==> src/rtl/result_writeback_pkg.sv <==
// Shared types and helpers for the MAC-array result stages: writeback FSM encoding and
// the shift-and-saturate requantizer.
package result_writeback_pkg;

  typedef enum logic [1:0] {
    StIdle,
    StRun,
    StDrain,
    StDone
  } wb_state_e;

  // Arithmetic right shift, optional clamp of negatives to zero, then saturation to a signed
  // out_w-bit range. The result is returned sign-extended; callers keep the low out_w bits.
  function automatic logic signed [31:0] requant(input logic signed [63:0] acc,
                                                 input int unsigned      shift,
                                                 input int unsigned      out_w,
                                                 input bit               relu);
    logic signed [63:0] t;
    logic signed [63:0] hi;
    logic signed [63:0] lo;
    t  = acc >>> shift;
    hi = (64'sd1 <<< (out_w - 1)) - 64'sd1;
    lo = -(64'sd1 <<< (out_w - 1));
    if (relu && (t < 64'sd0)) begin
      t = 64'sd0;
    end
    if (t > hi) begin
      t = hi;
    end else if (t < lo) begin
      t = lo;
    end
    return t[31:0];
  endfunction

endpackage

==> src/rtl/result_writeback_if.sv <==
// Frame-control, lane-input and output-BRAM signals of the result writeback stage.
// master: the writeback stage itself; slave: the controller / MAC array / BRAM side.
interface result_writeback_if #(
  parameter int unsigned ACC_W     = 16,
  parameter int unsigned N_MACS    = 4,
  parameter int unsigned OUT_W     = 8,
  parameter int unsigned MEM_DEPTH = 256
);
  localparam int unsigned AW = $clog2(MEM_DEPTH);

  logic                      start;
  logic [AW-1:0]             base_addr;
  logic [AW:0]               num_vectors;
  logic [N_MACS*ACC_W-1:0]   acc_in;
  logic [N_MACS-1:0]         valid_in;
  logic [AW-1:0]             out_bram_addr;
  logic                      out_bram_en;
  logic                      out_bram_we;
  logic [N_MACS*OUT_W-1:0]   out_bram_din;
  logic                      out_bram_rdy;
  logic                      busy;
  logic                      done;
  logic                      overflow;

  modport master (
    input  start, base_addr, num_vectors, acc_in, valid_in, out_bram_rdy,
    output out_bram_addr, out_bram_en, out_bram_we, out_bram_din, busy, done, overflow
  );

  modport slave (
    output start, base_addr, num_vectors, acc_in, valid_in, out_bram_rdy,
    input  out_bram_addr, out_bram_en, out_bram_we, out_bram_din, busy, done, overflow
  );

endinterface

==> src/rtl/result_fifo.sv <==
// Small synchronous FIFO for completed output vectors; a pop frees a slot for a push in the
// same cycle, so push on a full FIFO succeeds when accompanied by a pop.
module result_fifo #(
  parameter int unsigned Width = 32,
  parameter int unsigned Depth = 4
) (
  input  logic             clk,
  input  logic             rst,
  input  logic             push,
  input  logic [Width-1:0] wdata,
  input  logic             pop,
  output logic [Width-1:0] rdata,
  output logic             full,
  output logic             empty
);
  localparam int unsigned PW = $clog2(Depth);

  logic [Width-1:0] mem_q [Depth];
  logic [PW:0]      wr_ptr_q, rd_ptr_q;
  logic             wr_en, rd_en;

  assign empty = (wr_ptr_q == rd_ptr_q);
  assign full  = (wr_ptr_q[PW] != rd_ptr_q[PW]) && (wr_ptr_q[PW-1:0] == rd_ptr_q[PW-1:0]);
  assign rd_en = pop && !empty;
  assign wr_en = push && (!full || rd_en);
  assign rdata = mem_q[rd_ptr_q[PW-1:0]];

  always_ff @(posedge clk or negedge rst) begin
    if (!rst) begin
      wr_ptr_q <= '0;
      rd_ptr_q <= '0;
      for (int i = 0; i < Depth; i++) begin
        mem_q[i] <= '0;
      end
    end else begin
      if (wr_en) begin
        mem_q[wr_ptr_q[PW-1:0]] <= wdata;
        wr_ptr_q                <= wr_ptr_q + 1'b1;
      end
      if (rd_en) begin
        rd_ptr_q <= rd_ptr_q + 1'b1;
      end
    end
  end

endmodule

==> src/rtl/result_writeback.sv <==
// Gathers skewed per-lane accumulator results into vectors, requantizes, buffers and writes them
// to the output BRAM. Define RESULT_WRITEBACK_RELU_EN to clamp negative lanes to zero.
module result_writeback
  import result_writeback_pkg::*;
#(
  parameter int unsigned ACC_W      = 16,
  parameter int unsigned N_MACS     = 4,
  parameter int unsigned OUT_W      = 8,
  parameter int unsigned SHIFT      = 4,
  parameter int unsigned MEM_DEPTH  = 256,
  parameter int unsigned FIFO_DEPTH = 4
) (
  input logic               clk,
  input logic               rst,
  result_writeback_if.master bus
);
  localparam int unsigned AW = $clog2(MEM_DEPTH);
  localparam int unsigned CW = AW + 1;
  localparam int unsigned DW = N_MACS * OUT_W;

`ifdef RESULT_WRITEBACK_RELU_EN
  localparam bit Relu = 1'b1;
`else
  localparam bit Relu = 1'b0;
`endif

  wb_state_e         state_q, state_d;
  logic [ACC_W-1:0]  lane_q [N_MACS];
  logic [ACC_W-1:0]  lane_d [N_MACS];
  logic [N_MACS-1:0] flag_q, flag_d, flag_set;
  logic              complete_q, complete_d;
  logic [AW-1:0]     wptr_q, wptr_d;
  logic [CW-1:0]     num_q, num_d, cap_q, cap_d, wr_q, wr_d;
  logic              ovf_q, ovf_d;

  logic [DW-1:0]     vec_data, fifo_rdata;
  logic              fifo_full, fifo_empty;
  logic              run, active, push_vec, fifo_push, fifo_pop, drop, wr_active;

  assign run       = (state_q == StRun);
  assign active    = run || (state_q == StDrain);
  // complete_q marks the cycle after the last lane landed; lane_q still holds that vector.
  assign push_vec  = run && complete_q;
  assign wr_active = active && !fifo_empty;
  assign fifo_pop  = wr_active && bus.out_bram_rdy;
  assign fifo_push = push_vec && (!fifo_full || fifo_pop);
  assign drop      = push_vec && fifo_full && !fifo_pop;

  for (genvar g = 0; g < N_MACS; g++) begin : g_lane
    logic signed [31:0] q;
    logic               unused_q;
    assign q                             = requant(64'(signed'(lane_q[g])), SHIFT, OUT_W, Relu);
    assign vec_data[g*OUT_W +: OUT_W]    = q[OUT_W-1:0];
    assign unused_q                      = ^q[31:OUT_W];
  end

  result_fifo #(
    .Width (DW),
    .Depth (FIFO_DEPTH)
  ) u_fifo (
    .clk   (clk),
    .rst   (rst),
    .push  (fifo_push),
    .wdata (vec_data),
    .pop   (fifo_pop),
    .rdata (fifo_rdata),
    .full  (fifo_full),
    .empty (fifo_empty)
  );

  always_comb begin
    state_d    = state_q;
    lane_d     = lane_q;
    flag_set   = flag_q;
    complete_d = 1'b0;
    wptr_d     = wptr_q;
    num_d      = num_q;
    ovf_d      = ovf_q;
    // Dropped vectors advance both counts so the frame still terminates.
    cap_d      = cap_q + CW'(push_vec);
    wr_d       = wr_q + CW'(fifo_pop) + CW'(drop);

    if (drop) begin
      ovf_d = 1'b1;
    end
    if (fifo_pop) begin
      wptr_d = (wptr_q == AW'(MEM_DEPTH - 1)) ? '0 : wptr_q + 1'b1;
    end

    if (run) begin
      for (int i = 0; i < N_MACS; i++) begin
        if (bus.valid_in[i]) begin
          lane_d[i]   = bus.acc_in[i*ACC_W +: ACC_W];
          flag_set[i] = 1'b1;
          if (flag_q[i]) begin
            ovf_d = 1'b1;
          end
        end
      end
      complete_d = &flag_set;
    end
    flag_d = complete_d ? '0 : flag_set;

    unique case (state_q)
      StIdle: begin
        if (bus.start) begin
          wptr_d  = bus.base_addr;
          num_d   = bus.num_vectors;
          ovf_d   = 1'b0;
          cap_d   = '0;
          wr_d    = '0;
          flag_d  = '0;
          state_d = (bus.num_vectors == '0) ? StDone : StRun;
        end
      end
      StRun: begin
        if (cap_d == num_q) state_d = StDrain;
      end
      StDrain: begin
        if (wr_d == num_q) state_d = StDone;
      end
      StDone: begin
        state_d = StIdle;
      end
      default: begin
        state_d = StIdle;
      end
    endcase
  end

  always_ff @(posedge clk or negedge rst) begin
    if (!rst) begin
      state_q    <= StIdle;
      lane_q     <= '{default: '0};
      flag_q     <= '0;
      complete_q <= 1'b0;
      wptr_q     <= '0;
      num_q      <= '0;
      cap_q      <= '0;
      wr_q       <= '0;
      ovf_q      <= 1'b0;
    end else begin
      state_q    <= state_d;
      lane_q     <= lane_d;
      flag_q     <= flag_d;
      complete_q <= complete_d;
      wptr_q     <= wptr_d;
      num_q      <= num_d;
      cap_q      <= cap_d;
      wr_q       <= wr_d;
      ovf_q      <= ovf_d;
    end
  end

  assign bus.out_bram_en   = wr_active;
  assign bus.out_bram_we   = wr_active;
  assign bus.out_bram_addr = wr_active ? wptr_q : '0;
  assign bus.out_bram_din  = wr_active ? fifo_rdata : '0;
  assign bus.busy          = active;
  assign bus.done          = (state_q == StDone);
  assign bus.overflow      = ovf_q;

endmodule
==> src/flat_wrapper.sv <==
// flat-port wrapper written by rule: the top's interface ports become plain ports
module result_writeback_flat import result_writeback_pkg::*;
#(
  parameter int unsigned ACC_W      = 16,
  parameter int unsigned N_MACS     = 4,
  parameter int unsigned OUT_W      = 8,
  parameter int unsigned SHIFT      = 4,
  parameter int unsigned MEM_DEPTH  = 256,
  parameter int unsigned FIFO_DEPTH = 4
)
  (clk, rst, bus_start, bus_base_addr, bus_num_vectors, bus_acc_in, bus_valid_in, bus_out_bram_rdy, bus_out_bram_addr, bus_out_bram_en, bus_out_bram_we, bus_out_bram_din, bus_busy, bus_done, bus_overflow);
  result_writeback_if #(.ACC_W(ACC_W), .N_MACS(N_MACS), .OUT_W(OUT_W), .MEM_DEPTH(MEM_DEPTH)) bus_i ();
  input logic clk;
  input logic rst;
  input wire logic [$bits(bus_i.start)-1:0] bus_start;
  input wire logic [$bits(bus_i.base_addr)-1:0] bus_base_addr;
  input wire logic [$bits(bus_i.num_vectors)-1:0] bus_num_vectors;
  input wire logic [$bits(bus_i.acc_in)-1:0] bus_acc_in;
  input wire logic [$bits(bus_i.valid_in)-1:0] bus_valid_in;
  input wire logic [$bits(bus_i.out_bram_rdy)-1:0] bus_out_bram_rdy;
  output wire logic [$bits(bus_i.out_bram_addr)-1:0] bus_out_bram_addr;
  output wire logic [$bits(bus_i.out_bram_en)-1:0] bus_out_bram_en;
  output wire logic [$bits(bus_i.out_bram_we)-1:0] bus_out_bram_we;
  output wire logic [$bits(bus_i.out_bram_din)-1:0] bus_out_bram_din;
  output wire logic [$bits(bus_i.busy)-1:0] bus_busy;
  output wire logic [$bits(bus_i.done)-1:0] bus_done;
  output wire logic [$bits(bus_i.overflow)-1:0] bus_overflow;
  assign bus_i.start = bus_start;
  assign bus_i.base_addr = bus_base_addr;
  assign bus_i.num_vectors = bus_num_vectors;
  assign bus_i.acc_in = bus_acc_in;
  assign bus_i.valid_in = bus_valid_in;
  assign bus_i.out_bram_rdy = bus_out_bram_rdy;
  assign bus_out_bram_addr = bus_i.out_bram_addr;
  assign bus_out_bram_en = bus_i.out_bram_en;
  assign bus_out_bram_we = bus_i.out_bram_we;
  assign bus_out_bram_din = bus_i.out_bram_din;
  assign bus_busy = bus_i.busy;
  assign bus_done = bus_i.done;
  assign bus_overflow = bus_i.overflow;
  result_writeback #(.ACC_W(ACC_W), .N_MACS(N_MACS), .OUT_W(OUT_W), .SHIFT(SHIFT), .MEM_DEPTH(MEM_DEPTH), .FIFO_DEPTH(FIFO_DEPTH)) u_core (.clk(clk), .rst(rst), .bus(bus_i));
endmodule
==> config.mk <==
export PLATFORM = sky130hd
export DESIGN_NAME = result_writeback_flat
export DESIGN_NICKNAME = d
export VERILOG_FILES = /design/src/rtl/result_writeback_pkg.sv /design/src/rtl/result_writeback_if.sv /design/src/rtl/result_fifo.sv /design/src/rtl/result_writeback.sv /design/src/flat_wrapper.sv
export SDC_FILE = /design/constraint.sdc
export NUM_CORES = 1
export LEC_CHECK = 0
export ABC_AREA = 1
export BUFFER_PORTS_ARGS = -buffer_cell sky130_fd_sc_hd__buf_2
export CORE_ASPECT_RATIO = 0.9
export CORE_MARGIN = 2
export CORE_UTILIZATION = 40
export DETAILED_ROUTE_END_ITERATION = 10
export PLACE_DENSITY_LB_ADDON = 0.3
export SLEW_MARGIN = 15
export SYNTH_ARGS = -nofsm -noshare
export SYNTH_HDL_FRONTEND = slang
export SYNTH_SLANG_ARGS = --single-unit
==> constraint.sdc <==
create_clock -name clk -period 5.6 [get_ports clk]
set_input_delay 0 -clock clk [delete_from_list [all_inputs] [get_ports clk]]
set_output_delay 0 -clock clk [all_outputs]
set_load 0.01 [all_outputs]
==> impl_metrics.json <==
{
  "ys_async_sr_fraction": 1.00,
  "synth_xor_area_frac": 0.0176,
  "hold_path_class": "in2reg",
  "finalNetCount": 1570,
  "postSynthAreaPerCell_um2": 8.40,
  "holdBufCountCts": 73,
  "cp_common_cell": "nand2_1",
  "ios": 134,
  "reg2reg_depth": 28,
  "fmax_mhz": 271,
  "syn_to_final_growth_pct": 21.7,
  "rrSetupSlack_ns": 1.91,
  "ant_nets": 0,
  "core_area_mm2": 0.0270,
  "numCtsBuffers": 26,
  "synthCells": 1306,
  "tritoncts": "built",
  "r2r_end": "u_core.state_q[0]",
  "postLayoutCellArea_mm2": 0.0134,
  "clkSlewWorstSetupHoldPaths_ns": 0.06,
  "setup_viol": 0,
  "synthMuxAreaShare": 0.0173,
  "fill_cells": 2537,
  "post_cts_buffers": 0,
  "power.leakage_uw": 0.00689,
  "cts_resized": 0,
  "synth_cell_types": 45,
  "h-tree-depth": 1,
  "route.detailed.drc": 0,
  "clock_latency_ns": 0.53,
  "min_to": "u_core.bus.overflow",
  "hold_viol_final": 0,
  "rsz0062_at_grt": "no",
  "finalSetupTns_ns": 0,
  "fin_crit_sh": 0.659,
  "place_congestion": 0.782,
  "synth_fa_ha_area_frac": 0.0171,
  "synth_ff_type": "dfrtp_1",
  "tightest_slew_ns": 1.20,
  "fin_crit_ns": 3.69,
  "cpMaxStageDelayCell": "buf_4",
  "final_common_cell": "nand2_1",
  "synth_seq_cells": 225,
  "slew_viol_final": 0,
  "initial_core_util": 0.407,
  "hold_depth": 5,
  "synth-simple-area-share": 0.187,
  "seq_area_frac_synth": 0.513,
  "worstPathMaxFanout": 67,
  "synth_top_family_by_area": "simple AND/OR/NAND/NOR gates",
  "dpl_cell_area_mm2": 0.0117,
  "wl_mm": 27.2,
  "die_y_um": 161,
  "grt.total_usage": 0.194,
  "crit_required_ns": 6.02,
  "synth_compound_area_frac": 0.164,
  "io_buffers": 117,
  "grt_max_degree": 129,
  "slew_headroom": 0.186,
  "max-clock-path-buffers": 3,
  "outcome": "finished clean",
  "antenna_found_initial": 0,
  "synth_edf_count": 0,
  "synth_nets": 1410,
  "vias": 8998,
  "drive_gt1_frac": 0.174,
  "die_w_um": 179,
  "ir_drop_uv": 217,
  "gr-total-overflow": 0,
  "end_kind": "flip-flop",
  "hp-start": "bus_valid_in[0]",
  "grt_pass1_vias": 8955,
  "dr.pass1.iters": 5,
  "clkSinkCount": 225,
  "root_buffer": "clkbuf_16",
  "grt_pass1_wl_mm": 45.3,
  "clock_skew_ns": 0.0137,
  "viasPerCell": 4.89,
  "critical_path_class": "reg2reg",
  "synth_warnings": 0,
  "n_antenna_cell": 0,
  "arrival_ns": 4.11,
  "die_area_mm2": 0.0288,
  "power_density_mw_per_mm2": 260,
  "cpPeakStageDelay_ns": 0.53,
  "max-cap-violations": 0,
  "rr_startpoint": "u_core.u_fifo.rd_ptr_q[0]",
  "start_kind": "flip-flop",
  "hpwl_mm": 16.5,
  "drt_iter0_drc": 702,
  "wl_per_cell_um": 14.8,
  "layout_common_cells": "335 x nand2_1, 224 x dfrtp_1, 157 x a21oi_1",
  "num_rows": 57,
  "syn_area_mm2": 0.0110
}
[kinds of logic (layout without fill, tap and decap cells)]
family | after synthesis | in the layout
simple gates | 496 | 496
compound gates | 322 | 322
flops | 225 | 225
buf+inv | 209 | 388
xor+xnor | 22 | 22
mux | 17 | 17
fa+ha+maj | 15 | 15
[power breakdown]
part	total [µW]	internal (µW)	leakage (µW)	switching (µW)
sequential	1630	1630	0.00252	0.161
combinational	103	53.0	0.00393	50.4
clock	1750	1070	0.000440	678
[synthesized netlist by cell type, types with 4 or more instances]
library cell	n	area, µm²
o21ai_0	105	526
mux2_2	16	180
o21ai_2	36	315
o21ai_1	9	45.0
inv_2	9	33.8
clkbuf_1	32	120
inv_1	132	495
ha_1	15	188
a41oi_1	5	43.8
nand4_1	5	31.3
buf_1	6	22.5
buf_2	6	30.0
nand2_1	335	1260
dfrtp_1	225	5630
buf_4	9	67.6
nor2_1	97	364
nor3_1	6	30.0
buf_6	11	124
nand3_1	25	125
xor2_1	17	149
nand2_2	10	62.6
o41ai_1	4	35.0
xnor2_1	5	43.8
nand2_4	4	45.0
a21oi_1	157	786
[layer usage]
metal	global-route usage	routed length (µm)	vias up
li1	-	-	4518
met1	0.275	13100	4260
met2	0.313	12400	171
met3	0.0242	1000	49
met4	0.0551	705	0
met5	0	0	-
[through the flow]
stage / hold slack [ns] / utilization / std cells / total power, µW / setup slack, ns
2_1_floorplan: -0.296 / - / 1306 / 1660 / 2.65
4_1_cts: 0.0506 / 0.495 / 1839 / 3520 / 1.88
6_report: 0.0514 / 0.495 / 1839 / 3480 / 1.91
3_5_place_dp: 0.101 / 0.434 / 1719 / 1720 / 1.88
3_3_place_gp: 0.0986 / 0.434 / 1719 / 1720 / 1.94
5_1_grt: 0.0859 / 0.495 / 1839 / 3600 / 1.44
[registers in the layout, indices dropped and copies added, names as in the netlist]
| register | count |
|---|---|
| u_core.cap_q | 9 |
| u_core.u_fifo.wr_ptr_q | 3 |
| u_core.flag_q | 4 |
| u_core.wr_q | 9 |
| u_core.lane_q | 48 |
| u_core.state_q | 2 |
| u_core.u_fifo.rd_ptr_q | 3 |
| u_core.u_fifo.mem_q | 128 |
| u_core.complete_q | 1 |
| u_core.bus.overflow | 1 |
| u_core.wptr_q | 8 |
| u_core.num_q | 9 |
[area by class of cell]
class / instances / area (µm²) / share of cell area
clock buffer: 34 / 742 / 0.0556
clock inverter: 13 / 149 / 0.0111
inverter: 145 / 557 / 0.0417
multi-input combinational: 872 / 4450 / 0.333
sequential: 225 / 5630 / 0.422
tap: 354 / 443 / 0.0332
timing repair buffer: 196 / 1380 / 0.104
[critical path: cells and delay by family, from the launching register on]
family	cells	cell delay [ns]
and+or+nand+nor	23	2.24
buffers and inverters	3	0.61
adders and majority gates	2	0.39
DFF	1	0.34
[worst max path at each step]
stage | from | cells after the start | endpoint | slack (ns)
4_1_cts | u_core.u_fifo.rd_ptr_q[0] | 28 | u_core.state_q[1] | 1.88
3_5_place_dp | u_core.u_fifo.rd_ptr_q[0] | 28 | u_core.state_q[1] | 1.88
2_1_floorplan | u_core.state_q[0] | 26 | u_core.state_q[0] | 2.65
5_1_grt | u_core.u_fifo.rd_ptr_q[0] | 28 | u_core.state_q[1] | 1.44
6_report | u_core.u_fifo.rd_ptr_q[0] | 28 | u_core.state_q[0] | 1.91
3_3_place_gp | u_core.u_fifo.rd_ptr_q[0] | 28 | u_core.state_q[1] | 1.94
No activity file was read; power rests on OpenSTA's default activity.
